`config.mk`:
```
export PLATFORM = sky130hd
export DESIGN_NAME = top_link_flat
export DESIGN_NICKNAME = d
export VERILOG_FILES = /design/src/rtl/top_link_if.sv /design/src/rtl/top_link.sv /design/src/flat_wrapper.sv
export SDC_FILE = /design/constraint.sdc
export NUM_CORES = 1
export LEC_CHECK = 0
export ABC_AREA = 1
export BUFFER_PORTS_ARGS = -buffer_cell sky130_fd_sc_hd__buf_4
export CAP_MARGIN = 30
export CORE_MARGIN = 2
export CORE_UTILIZATION = 32
export CTS_CLUSTER_DIAMETER = 60
export DETAILED_ROUTE_END_ITERATION = 7
export PLACE_DENSITY = 0.57
export SETUP_SLACK_MARGIN = 0.5
export SYNTH_ARGS = -nofsm -noshare
export SYNTH_HDL_FRONTEND = slang
export SYNTH_SLANG_ARGS = --single-unit
```
`constraint.sdc`:
```
create_clock -name main_clk_i -period 1.9 [get_ports main_clk_i]
set_input_delay 0.38 -clock main_clk_i [delete_from_list [all_inputs] [get_ports main_clk_i]]
set_output_delay 0.38 -clock main_clk_i [all_outputs]
set_load 0.02 [all_outputs]
```
`src/rtl/top_link_if.sv`:
```
// Parallel-side bundle of the serial link endpoint: transmit handshake plus receive results.
interface top_link_if #(
  parameter int width_p = 8
);
  logic [width_p-1:0] tx_data;
  logic               tx_valid;
  logic               tx_ready;
  logic [width_p-1:0] rx_data;
  logic               rx_valid;
  logic               rx_err;

  modport master (output tx_data, output tx_valid, input tx_ready,
                  input rx_data, input rx_valid, input rx_err);
  modport slave  (input tx_data, input tx_valid, output tx_ready,
                  output rx_data, output rx_valid, output rx_err);
endinterface

```
`src/rtl/top_link.sv`:
```
// UART-style serial link endpoint: start bit, width_p data bits LSB first, stop bit,
// with div_p clocks per bit. Transmitter and receiver run independently.
module top_link #(
  parameter int width_p = 8,
  parameter int div_p   = 16
) (
  input  logic       main_clk_i,
  input  logic       main_rst_an_i,
  top_link_if.slave  bus_io,
  output logic       intf_tx_o,
  input  logic       intf_rx_i
);

  localparam int CntW = $clog2(div_p);
  localparam int BitW = $clog2(width_p + 1);
  localparam logic [CntW-1:0] CntLast = CntW'(div_p - 1);
  localparam logic [CntW-1:0] CntHalf = CntW'(div_p / 2 - 1);
  localparam logic [BitW-1:0] BitLast = BitW'(width_p - 1);

  typedef enum logic [1:0] {IDLE, START, DATA, STOP} linkState_t;

  linkState_t         txState_q;
  logic [CntW-1:0]    txCnt_q;
  logic [BitW-1:0]    txBit_q;
  logic [width_p-1:0] txShift_q;
  logic [width_p-1:0] txShiftNext;
  logic               txLine_q;
  logic               txReady_q;

  linkState_t         rxState_q;
  logic [CntW-1:0]    rxCnt_q;
  logic [BitW-1:0]    rxBit_q;
  logic [width_p-1:0] rxShift_q;
  logic [width_p-1:0] rxData_q;
  logic               rxValid_q;
  logic               rxErr_q;
  logic               sync1_q;
  logic               sync2_q;
  logic               rxPrev_q;

  assign txShiftNext     = txShift_q >> 1;
  assign intf_tx_o       = txLine_q;
  assign bus_io.tx_ready = txReady_q;
  assign bus_io.rx_data  = rxData_q;
  assign bus_io.rx_valid = rxValid_q;
  assign bus_io.rx_err   = rxErr_q;

  // The line level is registered so the handshake edge is also the start-bit edge.
  always_ff @(posedge main_clk_i or negedge main_rst_an_i) begin
    if (!main_rst_an_i) begin
      txState_q <= IDLE;
      txCnt_q   <= '0;
      txBit_q   <= '0;
      txShift_q <= '0;
      txLine_q  <= 1'b1;
      txReady_q <= 1'b1;
    end else begin
      case (txState_q)
        IDLE: begin
          if (bus_io.tx_valid && txReady_q) begin
            txShift_q <= bus_io.tx_data;
            txLine_q  <= 1'b0;
            txReady_q <= 1'b0;
            txCnt_q   <= '0;
            txBit_q   <= '0;
            txState_q <= START;
          end
        end
        START: begin
          if (txCnt_q == CntLast) begin
            txCnt_q   <= '0;
            txLine_q  <= txShift_q[0];
            txState_q <= DATA;
          end else begin
            txCnt_q <= txCnt_q + 1'b1;
          end
        end
        DATA: begin
          if (txCnt_q == CntLast) begin
            txCnt_q   <= '0;
            txShift_q <= txShiftNext;
            if (txBit_q == BitLast) begin
              txLine_q  <= 1'b1;
              txState_q <= STOP;
            end else begin
              txBit_q  <= txBit_q + 1'b1;
              txLine_q <= txShiftNext[0];
            end
          end else begin
            txCnt_q <= txCnt_q + 1'b1;
          end
        end
        STOP: begin
          if (txCnt_q == CntLast) begin
            txCnt_q   <= '0;
            txReady_q <= 1'b1;
            txState_q <= IDLE;
          end else begin
            txCnt_q <= txCnt_q + 1'b1;
          end
        end
        default: txState_q <= IDLE;
      endcase
    end
  end

  // Synchroniser plus one history flop for falling-edge detection; idle level is high.
  always_ff @(posedge main_clk_i or negedge main_rst_an_i) begin
    if (!main_rst_an_i) begin
      sync1_q  <= 1'b1;
      sync2_q  <= 1'b1;
      rxPrev_q <= 1'b1;
    end else begin
      sync1_q  <= intf_rx_i;
      sync2_q  <= sync1_q;
      rxPrev_q <= sync2_q;
    end
  end

  // Requiring a fresh falling edge means a line stuck low after an error stays silent.
  always_ff @(posedge main_clk_i or negedge main_rst_an_i) begin
    if (!main_rst_an_i) begin
      rxState_q <= IDLE;
      rxCnt_q   <= '0;
      rxBit_q   <= '0;
      rxShift_q <= '0;
      rxData_q  <= '0;
      rxValid_q <= 1'b0;
      rxErr_q   <= 1'b0;
    end else begin
      rxValid_q <= 1'b0;
      rxErr_q   <= 1'b0;
      case (rxState_q)
        IDLE: begin
          if (rxPrev_q && !sync2_q) begin
            rxCnt_q   <= '0;
            rxBit_q   <= '0;
            rxState_q <= START;
          end
        end
        START: begin
          if (rxCnt_q == CntHalf) begin
            rxCnt_q   <= '0;
            rxState_q <= sync2_q ? IDLE : DATA;
          end else begin
            rxCnt_q <= rxCnt_q + 1'b1;
          end
        end
        DATA: begin
          if (rxCnt_q == CntLast) begin
            rxCnt_q   <= '0;
            rxShift_q <= (rxShift_q >> 1) | (width_p'(sync2_q) << (width_p - 1));
            if (rxBit_q == BitLast) begin
              rxState_q <= STOP;
            end else begin
              rxBit_q <= rxBit_q + 1'b1;
            end
          end else begin
            rxCnt_q <= rxCnt_q + 1'b1;
          end
        end
        STOP: begin
          if (rxCnt_q == CntLast) begin
            rxCnt_q   <= '0;
            rxState_q <= IDLE;
            if (sync2_q) begin
              rxData_q  <= rxShift_q;
              rxValid_q <= 1'b1;
            end else begin
              rxErr_q <= 1'b1;
            end
          end else begin
            rxCnt_q <= rxCnt_q + 1'b1;
          end
        end
        default: rxState_q <= IDLE;
      endcase
    end
  end

endmodule

```
`src/flat_wrapper.sv`:
```
// flat-port wrapper written by rule: the top's interface ports become plain ports
module top_link_flat 
#(
  parameter int width_p = 8,
  parameter int div_p   = 16
)
  (main_clk_i, main_rst_an_i, intf_tx_o, intf_rx_i, bus_io_tx_data, bus_io_tx_valid, bus_io_tx_ready, bus_io_rx_data, bus_io_rx_valid, bus_io_rx_err);
  top_link_if #(.width_p(width_p)) bus_io_i ();
  input  logic main_clk_i;
  input  logic main_rst_an_i;
  output logic intf_tx_o;
  input  logic intf_rx_i;
  input wire logic [$bits(bus_io_i.tx_data)-1:0] bus_io_tx_data;
  input wire logic [$bits(bus_io_i.tx_valid)-1:0] bus_io_tx_valid;
  output wire logic [$bits(bus_io_i.tx_ready)-1:0] bus_io_tx_ready;
  output wire logic [$bits(bus_io_i.rx_data)-1:0] bus_io_rx_data;
  output wire logic [$bits(bus_io_i.rx_valid)-1:0] bus_io_rx_valid;
  output wire logic [$bits(bus_io_i.rx_err)-1:0] bus_io_rx_err;
  assign bus_io_i.tx_data = bus_io_tx_data;
  assign bus_io_i.tx_valid = bus_io_tx_valid;
  assign bus_io_tx_ready = bus_io_i.tx_ready;
  assign bus_io_rx_data = bus_io_i.rx_data;
  assign bus_io_rx_valid = bus_io_i.rx_valid;
  assign bus_io_rx_err = bus_io_i.rx_err;
  top_link #(.width_p(width_p), .div_p(div_p)) u_core (.main_clk_i(main_clk_i), .main_rst_an_i(main_rst_an_i), .bus_io(bus_io_i), .intf_tx_o(intf_tx_o), .intf_rx_i(intf_rx_i));
endmodule
```
==> impl_results.md <==
* Outcome: finished clean
* Maxcap violations at 0
* Number of global-route vias before repair at 1887
* Critical path's slowest cell: dfstp_2
* Switching pwr at approximately 0.81 mW
* Height of the chip at 92.7 um
* Root Driver: clkbuf_8
* Clk Latency, worst-skew pair at slightly above 300 ps
* Area Overhead vs Synth at 28.2%
* Internal power at 1.89 mW
* Clk pwr share at ~34%
* Port Buf Inserts at 23
* Post-synth top area cell: dfrtp_1
* Dpl cells at slightly above 400
* Arr. time, crit path at around 990 ps
* F_max at 728 MHz
* Pleak at 1.60 nW
* Pwr/cell area at 835 nW/um^2
* Tcrit/Tclk final at 72.3%
* CTS tree: built
* Post-DRT Antenna Nets at 0
* Crit path cell chain: buf_6
* Largest stage delay on the critical path at between 500 and 600 ps
* Mean Syn Cell Area at around 8.7 sq um
* Gate Count Post-Synth at 291
* Routed wl met3 at slightly above 200 um
* Startpoint type of the worst setup path: register
* 1st-pass router iterations at 5
* Register bit count reported by yosys at 51
* Crit Path Category: register to primary output
* Post-DP HPWL at 3220 um
* Post-route design area at 3230 sq um
* CTS Buffer Depth at 2
* Seq pwr share at 48.1%
* Row Count at 32
* Vias per cell at 4.54
* Layout Cells excl Fill at 438
* Synthesized net count at 312
* First-pass GRT wire length at 8410 um
* Die width at just over 90 um
* Total core area at between 7000 and 8000 sq um
* Critical Path RT at approximately 1500 ps
* WL per Instance at 11.3 um
* Final Hold Viols at 0
* Synth unique cells at 30
* Sw Ratio at approximately 30%
* DRT iter0 DRCs at 73
* Largest net degree at the start of global routing at 52
* Worst-path fanout max at 3
* RSZ-0062 raised after global routing: yes
* Worst Hold Class: input port to async pin
* Total Nets Final at 356
* Top sig layer: met4
* CP bufs+invs at 1
* Ys Warns at 0
* Worst hold slack at between 70 and 80 ps
* Peak supply drop at slightly above 0.3 mV
* Congestion Overflow GR at 0
* Met2 wire length at 2380 um
* M1 WL at around 2300 um
* Skew final at roughly 10 ps
* Io pins at 24
* Tmin final at ~1400 ps
* Initial Utilization at between 30 and 40%
* Final Power at ~2.7 mW
* Routability cong. at around 0.81
* Sequential share of the synthesized area at between 50% and 60%
* DIE AREA at between 8000 and 9000 sq um
* DR vias at around 2000
* Setup TNS at 0 ps
* Initial antenna violation count at 0
* Final slew viol count at 0
* Top-area cell type share of the netlist area at between 40 and 50%
* Max_slew headroom at ~57%
* Share of cells above drive strength 1 at about 28%
* Pin slew with the least headroom to its limit at between 600 and 700 ps
* Largest cells by area after synthesis: dfrtp_1, nand2_1, o21ai_0, dfstp_2, inv_1
* Crit. End Element: primary output
* Detailed Route WL at approximately 4900 um
* Detailed-route DRC error count at 0
* GRT Total Usage at approximately 12%
* Reg clk slew, reported paths at around 100 ps
* CTS sink count at 51
* H-tree depth at 2
* Total CTS buffers at 5
* CP top delay family: flip-flops
* Mapped Area at about 2500 sq um
* Logic pwr share at 18.3%
* Setup violators final at 0
* N_diodes at 0
* Placed instance area at 2780 sq um
## through the flow
stage / worst slack [ps] / utilization, %
6_report: 526 / 42.0
4_1_cts: 499 / 40.0
3_5_place_dp: 182 / 36.2
2_1_floorplan: 505 / -
5_1_grt: 443 / 42.0
3_3_place_gp: 271 / 36.2
## registers in the layout, summed over array words and instances (netlist names), 2 cells and up, named ones only
register	count
u_core.txCnt_q	4
u_core.rxBit_q	4
u_core.rxCnt_q	4
u_core.txBit_q	4
u_core.bus_io.rx_data	8
u_core.txState_q	2
u_core.rxShift_q	8
u_core.txShift_q	8
## power groups by stage
| stage | combinational, mW | sequential [mW] | clock (mW) |
|---|---|---|---|
| final | 0.492 | 1.30 | 0.908 |
| after global routing | 0.587 | 1.31 | 0.960 |
| after CTS | 0.455 | 1.28 | 0.933 |
| after detailed placement | 0.445 | 1.29 | 0 |
| after global placement | 0.431 | 1.29 | 0 |
| after floorplan | 0.334 | 1.28 | 0 |
## area by class of cell
class | count | area, sq um
fill | 776 | 4460
sequential | 51 | 1280
multi-input combinational | 201 | 1180
timing repair buffer | 42 | 360
inverter | 34 | 138
tap | 102 | 128
clock buffer | 5 | 68.8
clock inverter | 3 | 67.6
## logic make-up (layout without fill, tap and decap cells)
family	after synthesis	after routing	synth area share (%)
and+or+nand+nor	138	138	24.6
adders and majority gates	9	9	4.47
AOI/OAI and AO/OA	49	49	11.5
DFF	51	51	50.9
xor gates and xnor gates	5	5	1.74
buffers and inverters	39	84	6.81
## per-layer routing
metal | up-vias | track usage [%]
met5 | - | 0
met4 | 0 | 3.92
met3 | 2 | 3.01
met2 | 37 | 19.9
met1 | 926 | 15.4
li1 | 1023 | -
## timing repair
item	CTS	global route
endpoints found under the setup margin	30	37
setup buffers	9	10
pin swaps	4	9
resized for setup	17	27
hold buffers	0	0
## cell usage in the layout (no fill, tap or decap), types with 3 or more instances in the layout
cell type and n:
buf_4 37, ha_4 3, o21ai_2 8, nand2_1 85, nor2_4 3, xor2_1 4, nand2_2 4, o21ai_1 12
ha_1 4, nand4_1 4, clkbuf_8 5, o21ai_0 24, nor2_1 10, dfstp_2 5, inv_2 5, dfrtp_1 44
nand3_1 19, nand2_4 4, inv_1 27, buf_12 3
## path summary, 6_finish.rpt
check                                              startpoint                                    to  slack [ps]  depth (start not counted)
setup / recovery           u_core.bus_io.tx_ready$_DFFE_PN1P_                       bus_io_tx_ready         530                          1
hold / removal                                  main_rst_an_i  u_core.bus_io.rx_data[3]$_DFFE_PN0P_          80                          1
setup reg to reg           u_core.bus_io.tx_ready$_DFFE_PN1P_       u_core.txShift_q[1]$_DFFE_PN0P_         550                          7
hold reg to reg                      u_core.sync1_q$_DFF_PN1_              u_core.sync2_q$_DFF_PN1_         360                          0
max in group asynchronous                       main_rst_an_i       u_core.rxState_q[0]$_DFFE_PN0P_        1350                          1
min in group main_clk_i                             intf_rx_i              u_core.sync1_q$_DFF_PN1_         190                          1
## cells in the mapped netlist (all sizes together)
library cell,instances
nand2,94
dfrtp,46
o21ai,44
inv,34
nand3,21
nor2,13
ha,9
buf,5
dfstp,5
nand4,5
xor2,4
or2,3
a21oi,2
nor3b,1
nor4,1
o211ai,1
o22ai,1
o31ai,1
xnor2,1
No activity file was read; power rests on OpenSTA's default activity.
